===== src/rtl/alu_issue_pkg.sv =====
// Shared constants for the ALU issue stage: opcodes, alu_core S-codes and flag bit positions.
// S-codes act as a per-bit truth table indexed by {a,b} in logic mode.
package alu_issue_pkg;

    localparam logic [3:0] OP_ADD  = 4'h0;
    localparam logic [3:0] OP_ADC  = 4'h1;
    localparam logic [3:0] OP_SUB  = 4'h2;
    localparam logic [3:0] OP_SBC  = 4'h3;
    localparam logic [3:0] OP_CMP  = 4'h4;
    localparam logic [3:0] OP_AND  = 4'h5;
    localparam logic [3:0] OP_OR   = 4'h6;
    localparam logic [3:0] OP_XOR  = 4'h7;
    localparam logic [3:0] OP_NOR  = 4'h8;
    localparam logic [3:0] OP_NAND = 4'h9;
    localparam logic [3:0] OP_XNOR = 4'hA;
    localparam logic [3:0] OP_NOTA = 4'hB;
    localparam logic [3:0] OP_MOVA = 4'hC;
    localparam logic [3:0] OP_MOVB = 4'hD;
    localparam logic [3:0] OP_CLRC = 4'hE;
    localparam logic [3:0] OP_SETC = 4'hF;

    localparam logic [3:0] S_ADD  = 4'b1001;
    localparam logic [3:0] S_SUB  = 4'b0110;
    localparam logic [3:0] S_AND  = 4'b1000;
    localparam logic [3:0] S_OR   = 4'b1110;
    localparam logic [3:0] S_XOR  = 4'b0110;
    localparam logic [3:0] S_NOR  = 4'b0001;
    localparam logic [3:0] S_NAND = 4'b0111;
    localparam logic [3:0] S_XNOR = 4'b1001;
    localparam logic [3:0] S_NOTA = 4'b0011;
    localparam logic [3:0] S_MOVA = 4'b1100;
    localparam logic [3:0] S_MOVB = 4'b1010;
    localparam logic [3:0] S_ZERO = 4'b0000;
    localparam logic [3:0] S_ONES = 4'b1111;

    localparam int FLG_C = 3;
    localparam int FLG_V = 2;
    localparam int FLG_N = 1;
    localparam int FLG_Z = 0;

    function automatic logic is_arith(input logic [3:0] op);
        return (op <= OP_CMP);
    endfunction

endpackage


===== src/rtl/alu_core.sv =====
// Combinational ALU datapath: 4-bit S truth-table logic unit plus adder with true carry-in.
// In arithmetic mode S[3:2] selects B or ~B as the second adder operand.
module alu_core #(
    parameter int n = 32
) (
    input  logic [3:0]   s,
    input  logic         m,
    input  logic         cin,
    input  logic [n-1:0] a,
    input  logic [n-1:0] b,
    output logic [n-1:0] dout,
    output logic         c,
    output logic         v,
    output logic         neg,
    output logic         zero
);

    logic [n-1:0] lut_s;
    logic [n-1:0] b_eff_s;
    logic [n:0]   sum_s;

    // Per-bit truth-table lookup, operand conditioning and the adder
    always_comb begin
        lut_s   = {n{1'b0}};
        b_eff_s = {n{1'b0}};
        for (int i = 0; i < n; i++) begin
            lut_s[i]   = s[{a[i], b[i]}];
            b_eff_s[i] = s[{1'b1, b[i]}];
        end
        sum_s = {1'b0, a} + {1'b0, b_eff_s} + {{n{1'b0}}, cin};
    end

    // Mode select and flag generation
    always_comb begin
        if (m) begin
            dout = sum_s[n-1:0];
            c    = sum_s[n];
            v    = (a[n-1] == b_eff_s[n-1]) && (sum_s[n-1] != a[n-1]);
        end else begin
            dout = lut_s;
            c    = 1'b0;
            v    = 1'b0;
        end
        neg  = dout[n-1];
        zero = (dout == {n{1'b0}});
    end

endmodule


===== src/rtl/alu_issue_stage.sv =====
// Issue/retire stage around alu_core: opcode decode, architectural CVNZ flags and a
// 2-entry output FIFO. in_ready depends only on the registered occupancy.
module alu_issue_stage
    import alu_issue_pkg::*;
#(
    parameter int n     = 32,
    parameter int DEPTH = 2
) (
    input  logic         clk,
    input  logic         rst_n,
    input  logic         in_valid,
    output logic         in_ready,
    input  logic [3:0]   in_op,
    input  logic [n-1:0] in_a,
    input  logic [n-1:0] in_b,
    output logic         out_valid,
    input  logic         out_ready,
    output logic [n-1:0] out_data,
    output logic [3:0]   out_flags,
    output logic         out_wr
);

    localparam logic [1:0] FULL = 2'(DEPTH);

    logic [3:0]   flags_r;
    logic [3:0]   flags_next_s;
    logic [3:0]   s_code_s;
    logic         m_sel_s;
    logic         cin_s;
    logic         wr_s;
    logic [n-1:0] alu_do_s;
    logic         alu_c_s;
    logic         alu_v_s;
    logic         alu_n_s;
    logic         alu_z_s;
    logic         push_s;
    logic         pop_s;

    logic [n-1:0] data_mem_r  [2];
    logic [3:0]   flags_mem_r [2];
    logic         wr_mem_r    [2];
    logic         rd_ptr_r;
    logic         wr_ptr_r;
    logic [1:0]   count_r;

    alu_core #(.n(n)) u_alu_core (
        .s    (s_code_s),
        .m    (m_sel_s),
        .cin  (cin_s),
        .a    (in_a),
        .b    (in_b),
        .dout (alu_do_s),
        .c    (alu_c_s),
        .v    (alu_v_s),
        .neg  (alu_n_s),
        .zero (alu_z_s)
    );

    assign in_ready  = (count_r < FULL);
    assign out_valid = (count_r != 2'd0);
    assign out_data  = data_mem_r[rd_ptr_r];
    assign out_flags = flags_mem_r[rd_ptr_r];
    assign out_wr    = wr_mem_r[rd_ptr_r];
    assign push_s    = in_valid && in_ready;
    assign pop_s     = out_valid && out_ready;

    // Opcode to alu_core controls; ADC/SBC carry comes from the already-updated flag register
    always_comb begin
        s_code_s = S_ADD;
        m_sel_s  = 1'b0;
        cin_s    = 1'b0;
        wr_s     = 1'b1;
        case (in_op)
            OP_ADD:  begin s_code_s = S_ADD;  m_sel_s = 1'b1; cin_s = 1'b0; end
            OP_ADC:  begin s_code_s = S_ADD;  m_sel_s = 1'b1; cin_s = flags_r[FLG_C]; end
            OP_SUB:  begin s_code_s = S_SUB;  m_sel_s = 1'b1; cin_s = 1'b1; end
            OP_SBC:  begin s_code_s = S_SUB;  m_sel_s = 1'b1; cin_s = flags_r[FLG_C]; end
            OP_CMP:  begin s_code_s = S_SUB;  m_sel_s = 1'b1; cin_s = 1'b1; wr_s = 1'b0; end
            OP_AND:  s_code_s = S_AND;
            OP_OR:   s_code_s = S_OR;
            OP_XOR:  s_code_s = S_XOR;
            OP_NOR:  s_code_s = S_NOR;
            OP_NAND: s_code_s = S_NAND;
            OP_XNOR: s_code_s = S_XNOR;
            OP_NOTA: s_code_s = S_NOTA;
            OP_MOVA: s_code_s = S_MOVA;
            OP_MOVB: s_code_s = S_MOVB;
            OP_CLRC: begin s_code_s = S_ZERO; wr_s = 1'b0; end
            OP_SETC: begin s_code_s = S_ONES; wr_s = 1'b0; end
            default: begin s_code_s = S_ZERO; wr_s = 1'b0; end
        endcase
    end

    // Flag register next value for the op being presented
    always_comb begin
        flags_next_s = flags_r;
        if (is_arith(in_op)) begin
            flags_next_s = {alu_c_s, alu_v_s, alu_n_s, alu_z_s};
        end else if (in_op == OP_CLRC) begin
            flags_next_s[FLG_C] = 1'b0;
        end else if (in_op == OP_SETC) begin
            flags_next_s[FLG_C] = 1'b1;
        end else begin
            flags_next_s[FLG_N] = alu_n_s;
            flags_next_s[FLG_Z] = alu_z_s;
        end
    end

    // Architectural flags update on accept
    always_ff @(posedge clk or negedge rst_n) begin
        if (!rst_n) begin
            flags_r <= 4'b0000;
        end else if (push_s) begin
            flags_r <= flags_next_s;
        end else begin
            flags_r <= flags_r;
        end
    end

    // Output FIFO storage, pointers and occupancy
    always_ff @(posedge clk or negedge rst_n) begin
        if (!rst_n) begin
            for (int i = 0; i < 2; i++) begin
                data_mem_r[i]  <= {n{1'b0}};
                flags_mem_r[i] <= 4'b0000;
                wr_mem_r[i]    <= 1'b0;
            end
            rd_ptr_r <= 1'b0;
            wr_ptr_r <= 1'b0;
            count_r  <= 2'd0;
        end else begin
            if (push_s) begin
                data_mem_r[wr_ptr_r]  <= alu_do_s;
                flags_mem_r[wr_ptr_r] <= flags_next_s;
                wr_mem_r[wr_ptr_r]    <= wr_s;
                wr_ptr_r              <= ~wr_ptr_r;
            end
            if (pop_s) begin
                rd_ptr_r <= ~rd_ptr_r;
            end
            if (push_s && !pop_s) begin
                count_r <= count_r + 2'd1;
            end else if (pop_s && !push_s) begin
                count_r <= count_r - 2'd1;
            end else begin
                count_r <= count_r;
            end
        end
    end

endmodule


===== config.mk =====
export PLATFORM = sky130hd
export DESIGN_NAME = alu_issue_stage
export DESIGN_NICKNAME = d
export VERILOG_FILES = /design/src/rtl/alu_issue_pkg.sv /design/src/rtl/alu_core.sv /design/src/rtl/alu_issue_stage.sv
export SDC_FILE = /design/constraint.sdc
export NUM_CORES = 1
export LEC_CHECK = 0
export ABC_AREA = 1
export CAP_MARGIN = 20
export CORE_ASPECT_RATIO = 2
export CORE_UTILIZATION = 41
export CTS_BUF_LIST = sky130_fd_sc_hd__clkbuf_16
export DETAILED_ROUTE_END_ITERATION = 8
export PLACE_DENSITY = 0.65
export SETUP_SLACK_MARGIN = 0.1
export SLEW_MARGIN = 20
export SYNTH_ARGS = -nofsm -noshare
export SYNTH_HDL_FRONTEND = slang
export SYNTH_HIERARCHICAL = 1
export SYNTH_SLANG_ARGS = --single-unit

===== constraint.sdc =====
create_clock -name clk -period 2.8 [get_ports clk]
set_clock_uncertainty 0.2 [all_clocks]
set_input_delay 0.7 -clock clk [delete_from_list [all_inputs] [get_ports clk]]
set_output_delay 0.7 -clock clk [all_outputs]
set_load 0.02 [all_outputs]

# Word-level counts from Yosys, hierarchy flattened
# Index checks and enable logic that the tools add are counted.
# op_classes
reduce_logical,18
order_cmp,69
n_mux,162
n_bitwise,4
eq_ne,17
add_sub_neg,4
# ops
cell,n
$lt 2x3->1 const B,64
$mux 32,5
$mux 1,108
$bmux 1 s2,32
$bwmux 64,1
$pmux 4 s11,1
$add 32x32->33,1
$add 33x1->33,1
$demux 32 s1,1
$eq 4x4->1 const B,8
$logic_not 32->1,1
$eq 4x3->1 const B,4
$mux 4,4
$mux 2,5
$bwmux 8,1
$eq 4x2->1 const B,2
$logic_and 1x1->1,6
$reduce_or 3->1,2
$reduce_or 5->1,1
$demux 4 s1,1
$eq 4x1->1 const B,1
$ge 2x2->1 const B,2
$le 4x3->1 const B,1
$logic_not 4->1,1
15 further kinds,20
# word_totals
reg_bits,82
word_cells,284
out_inout_bits,39
input_bits,72

# Depth between registers and ports, before layout
# depth
depth_word,13
ltp_mapped,31
mapped_depth_nobuf,30

# Hierarchy
# Netlist, hierarchy kept.
# by_module_without_submodules
module,seq_area_each_um2,n_inst,area_each_um2,cells_each
alu_core,0.0,1,4102.7,841
alu_issue_stage,2052.0,1,3838.7,484

# Worst setup path after synthesis
# Ideal clock, no wire load.
# synth_timing
kind,in2reg
start,in in_op[0]
end,reg flags_r[0]
n_path_buf,0
arrival_time_ns,3.509
setup_slack_ns,-0.985
setup_ns,0.076
stages,27
required_ns,2.524
cell_sequence,inv_1 -> nand2_1 -> nand2_1 -> o21ai_0 -> nand2_1 -> nand2_1 -> nand2_1 -> o21a_1 -> inv_1 -> fa_1 -> fa_1 -> nand2_1 -> nand3_2 -> nand3_2 -> nand2_1 -> nand2_1 -> nand2_2 -> xor2_1 -> o21ai_1 -> nand2_1 -> nor2_1 -> nand3_1 -> nor2_1 -> inv_1 -> nand2_1 -> o21ai_1 -> o21ai_1
# synth_via
elab_chain_cells,12
word_cells_on_any_way,160
cone_classes,add/sub (2); order compare (1); eq/ne (15); mux (135); reduce/logical (7)
# synth_lines
element,line,rtl
start: declaration,alu_issue_stage.sv:13,"input logic [3:0] in_op,"
"$eq 4x3->1, or another cell as far along",alu_issue_stage.sv:73,case (in_op)
$reduce_or 4->1 (no line) / $reduce_or 3->1 (equally long branches),-,
$pmux 4 s11 *,alu_issue_stage.sv:73,
named net s_code_s[3],alu_issue_stage.sv:27,logic [3:0] s_code_s;
$mux 1 (not written as such) (2 in series),alu_core.sv:28,"b_eff_s[i] = s[{1'b1, b[i]}];"
$add 32x32->33,alu_core.sv:30,"sum_s = {1'b0, a} + {1'b0, b_eff_s} + {{n{1'b0}}, cin};"
$add 33x1->33,alu_core.sv:30,
$mux 32 *,alu_core.sv:35,if (m) begin
$logic_not 32->1 *,alu_core.sv:45,zero = (dout == {n{1'b0}});
named net alu_z_s,alu_issue_stage.sv:35,logic alu_z_s;
$mux 2,alu_issue_stage.sv:101,end else if (in_op == OP_SETC) begin
$mux 2,alu_issue_stage.sv:99,end else if (in_op == OP_CLRC) begin
$mux 2 *,alu_issue_stage.sv:97,if (is_arith(in_op)) begin
end signal: assignment,alu_issue_stage.sv:114,flags_r <= flags_next_s;
end signal: assignment,alu_issue_stage.sv:116,flags_r <= flags_r;
end: declaration,alu_issue_stage.sv:25,logic [3:0] flags_r;
# The timed path passes the listed nets; every way through them passes the cells marked *. The select of a mux whose other input is x is not followed.
# A chain may end at the register's enable or synchronous reset.

# Final worst setup path
# layout_timing
start,in in_op[0]
end,reg flags_r[0]
# layout_via
elab_chain_cells,12
word_cells_on_any_way,160
cone_classes,add/sub (2); order compare (1); eq/ne (15); mux (135); reduce/logical (7)
# layout_lines
element,line,rtl
"$eq 4x3->1, or another cell as far along",alu_issue_stage.sv:73,
$reduce_or 4->1 (no line) / $reduce_or 3->1 (equally long branches),-,
$pmux 4 s11 *,alu_issue_stage.sv:73,
named net s_code_s[2],alu_issue_stage.sv:27,
$mux 1 (not written as such) (2 in series),alu_core.sv:28,
$add 32x32->33,alu_core.sv:30,
$add 33x1->33,alu_core.sv:30,
$mux 32 *,alu_core.sv:35,
named net alu_do_s[4],alu_issue_stage.sv:31,logic [n-1:0] alu_do_s;
$logic_not 32->1 *,alu_core.sv:45,
named net alu_z_s,alu_issue_stage.sv:35,
$mux 2,alu_issue_stage.sv:101,
$mux 2,alu_issue_stage.sv:99,
$mux 2 *,alu_issue_stage.sv:97,
# Marked as above.

==> results by group <==
Setup path
  – Worst EP arrival: 4.04 ns
  – CP required: 2.87 ns
  – Crit Path Max Fanout: 7
  – Kind of critical path: input port to flop
  – Startpoint types: input port
  – Crit path capture type: flop

Final layout
  – Fraction of layout cells with a size suffix above 1: 40.30%
  – Syn-to-layout area delta: 68.57%
  – Antenna diodes: 0
  – Final Cell Area: 13390 sq um
  – Final net count: 1751
  – Fin cells: 1905

Yosys
  – Synth Area in Compound Gates: 15.83%
  – Seq/Total Area, Yosys: 25.84%
  – Async S/R FF share, synth: 100.0%
  – Simple-gate area share of the yosys netlist: 38.95%
  – Post-synthesis xor/xnor area fraction: 0.7720%
  – Mapped Nets: 1431
  – Ys Warns: 6
  – Largest family of logic cells by synthesized area: simple AND/OR/NAND/NOR gates
  – EDFF count, synth: 0
  – Ys flop type: dfrtp_1
  – Synth unique cells: 41
  – Post-synthesis mux area share: 0%
  – Mapped Area: 7941 sq um
  – Synthesized area per cell: 5.993 sq um
  – Synth Area in Adders: 5.546%
  – Post-synthesis register bit count: 82
  – Cells after Synth: 1325

Global routing
  – Grt ovf: 0
  – GRT Overall Usage: 29.86%
  – Largest net degree at the start of global routing: 48
  – Initial antenna violation count: 0
  – Vias in the first global route: 9434
  – First-pass GRT wire length: 45660 um

Timing
  – Worst Tran Pin Value: 0.7321 ns
  – Final Hold Vio Count: 0
  – Post-route minimum period: 3.976 ns
  – Maximum clock frequency: 0.2515 GHz
  – Slew headroom: 50.90%
  – Fin. max-slew vios: 0
  – Final setup viols: 74
  – Unrepaired setup endpoints after global routing: true
  – Final Cycle Share: 142.0%
  – Worst setup margin: -1.176 ns
  – Total negative slack: -40.54 ns

Floorplanning
  – Top Ports: 111
  – Die width: 100.4 um
  – Area of the core: 18920 sq um
  – Die Height: 198.8 um
  – Row cnt: 71
  – Initial core utilization: 41.97%
  – Die footprint: 19960 sq um

Routing
  – Per-cell routed wire length: 16.23 um
  – # DRC: 0
  – Vias per Instance: 5.115
  – Via count: 9744
  – DRT Pass-1 Iters: 5
  – Remaining antenna violation count after routing: 0
  – First DRT Iteration DRCs: 432
  – Final wirelength: 30920 um

Placed design
  – Buffers on Ports: 110
  – Inst Count DP: 1846
  – DP Area: 10960 sq um
  – Placer Congestion: 0.9896
  – Dpl hpwl: 22770 um

Run
  – Max-cap violations: 0

Min path
  – HP Class: input port to asynchronous set/reset pin

Pwr
  – PwrDens: 667.6 nW/um^2
  – Leak: 6.902 nW
  – Peak VDD IR: 0.0004315 V

Clocking
  – Clock sinks: 82
  – Total CTS buffers: 9
  – Hold buffer count at CTS: 0
  – Clock transition at path regs: 0.06 ns
  – Clk buf depth: 2
  – Root buf cell: clkbuf_16
  – CTS tree: yes
  – Skew-Pair Late Insertion Delay: 0.34 ns
  – Htree depth: 3

Status
  – Failing checks: negative setup slack
  – Outcome: finished with violations
==> through the flow <==
stage	worst slack [ns]	hold slack [ns]	total power, mW	util [%]
3_5_place_dp	-2.045	0.2669	6.915	57.91
5_1_grt	-1.366	0.1496	9.558	70.75
3_3_place_gp	-2.034	0.2602	6.852	57.91
6_report	-1.176	0.1070	8.937	70.75
4_1_cts	-1.274	0.1185	8.354	63.84
2_1_floorplan	-0.7448	0.2044	4.809	-
==> final timing paths <==
check / slack [ns] / endpoint / from / depth (start not counted)
max in group asynchronous: 1.67 / data_mem_r[19] / rst_n / 2
hold / removal: 0.11 / data_mem_r[3] / rst_n / 1
setup / recovery: -1.18 / flags_r[0] / in_op[0] / 27
hold reg to reg: 0.28 / flags_r[2] / flags_r[2] / 2
min in group clk: 0.28 / flags_r[2] / flags_r[2] / 2
setup reg to reg: -0.56 / flags_r[0] / flags_r[3] / 20
==> flip-flops by register name, indices dropped and copies added, names as in the netlist <==
| signal | flops |
|---|---|
| count_r | 2 |
| data_mem_r | 64 |
| flags_mem_r | 8 |
| flags_r | 4 |
| rd_ptr_r | 1 |
| wr_mem_r | 2 |
| wr_ptr_r | 1 |
==> layer usage <==
layer | GRT usage [%] | share of wire, % | vias to the layer above
met3 | 2.038 | 2.7 | 159
li1 | - | - | 4808
met4 | 20.67 | 8.8 | 0
met1 | 30.25 | 35 | 4492
met2 | 56.70 | 54 | 285
met5 | 0 | 0 | -
==> power breakdown <==
group	internal [mW]	switching, mW	total, mW
Combinational	2.49	3.25	5.74
Clock	0.690	0.481	1.17
Sequential	1.72	0.300	2.02
==> critical path: stages <==
cell and delay (ns):
buf_12 0.11, nor2_4 0.15, nor2_4 0.06, nand2_1 0.06
o211ai_1 0.10, inv_2 0.09, buf_12 0.14, o21a_1 0.15
inv_2 0.04, fa_2 0.36, fa_2 0.38, nand2_2 0.10
nand3_4 0.11, a21o_1 0.22, nand3_2 0.07, o21ai_2 0.06
nor2_1 0.13, nand3_1 0.12, nor2_2 0.16, nand2_1 0.07
nor2_1 0.08, nand3_1 0.12, nor2_1 0.13, inv_1 0.04
nand2_1 0.07, o21ai_2 0.07, o21ai_1 0.13
==> logic make-up (layout without fill, tap and decap cells) <==
family / after synthesis / count (layout)
AO/OA/AOI/OAI: 232 / 232
flip-flops: 82 / 82
adder cells (fa/ha/maj): 34 / 34
buffers and inverters: 246 / 571
AND/OR/NAND/NOR: 724 / 724
XOR/XNOR: 7 / 7
==> synth_stat cells, types with 9 or more instances <==
| master | count | area, sq um |
|---|---|---|
| a21oi_1 | 31 | 155.2 |
| nand3_1 | 53 | 265.3 |
| nand2_1 | 531 | 1993 |
| o211ai_1 | 23 | 172.7 |
| dfrtp_1 | 82 | 2052 |
| o21ai_1 | 81 | 405.4 |
| o21ai_0 | 80 | 400.4 |
| nor2_2 | 12 | 75.07 |
| inv_1 | 189 | 709.4 |
| buf_6 | 9 | 101.4 |
| buf_2 | 12 | 60.06 |
| ha_1 | 32 | 400.4 |
| inv_2 | 12 | 45.04 |
| nand3_2 | 10 | 100.1 |
| nor2_1 | 62 | 232.7 |
| nand2_2 | 27 | 168.9 |
| clkbuf_1 | 9 | 33.78 |
==> what timing repair did <==
item / CTS / global route
resized for setup: 209 / 329
cloned: 1 / 1
pin swaps: 58 / 153
buffers inserted: 26 / 31
setup endpoints to repair: 99 / 97
==> layout by cell type (no fill, tap or decap), drive strengths merged, types with 3 or more instances in the layout <==
cell type      Yosys  final
nand2            560    560
buf               31    243
inv              203    207
o21ai            162    162
dfrtp             82     82
nor2              82     82
clkdlybuf4s50      0     68
nand3             63     63
ha                32     32
a21oi             31     31
o211ai            23     23
dlymetal6s2s       0     21
dlygate4sd2        0     16
clkbuf             9     10
nand3b             7      7
a211oi             6      6
xor2               6      6
nand4              5      5
o21a               4      4
clkinv             3      4
or2                3      3
nor3               3      3
==> final cells by class <==
type / count / area [sq um]
fill: 1562 / 5535
inverter: 206 / 820.8
timing repair buffer: 349 / 3322
clock buffer: 9 / 225.2
sequential: 82 / 2052
clock inverter: 7 / 71.32
multi-input combinational: 997 / 6576
tap: 255 / 319.1
Power figures use the tool's default switching activity.
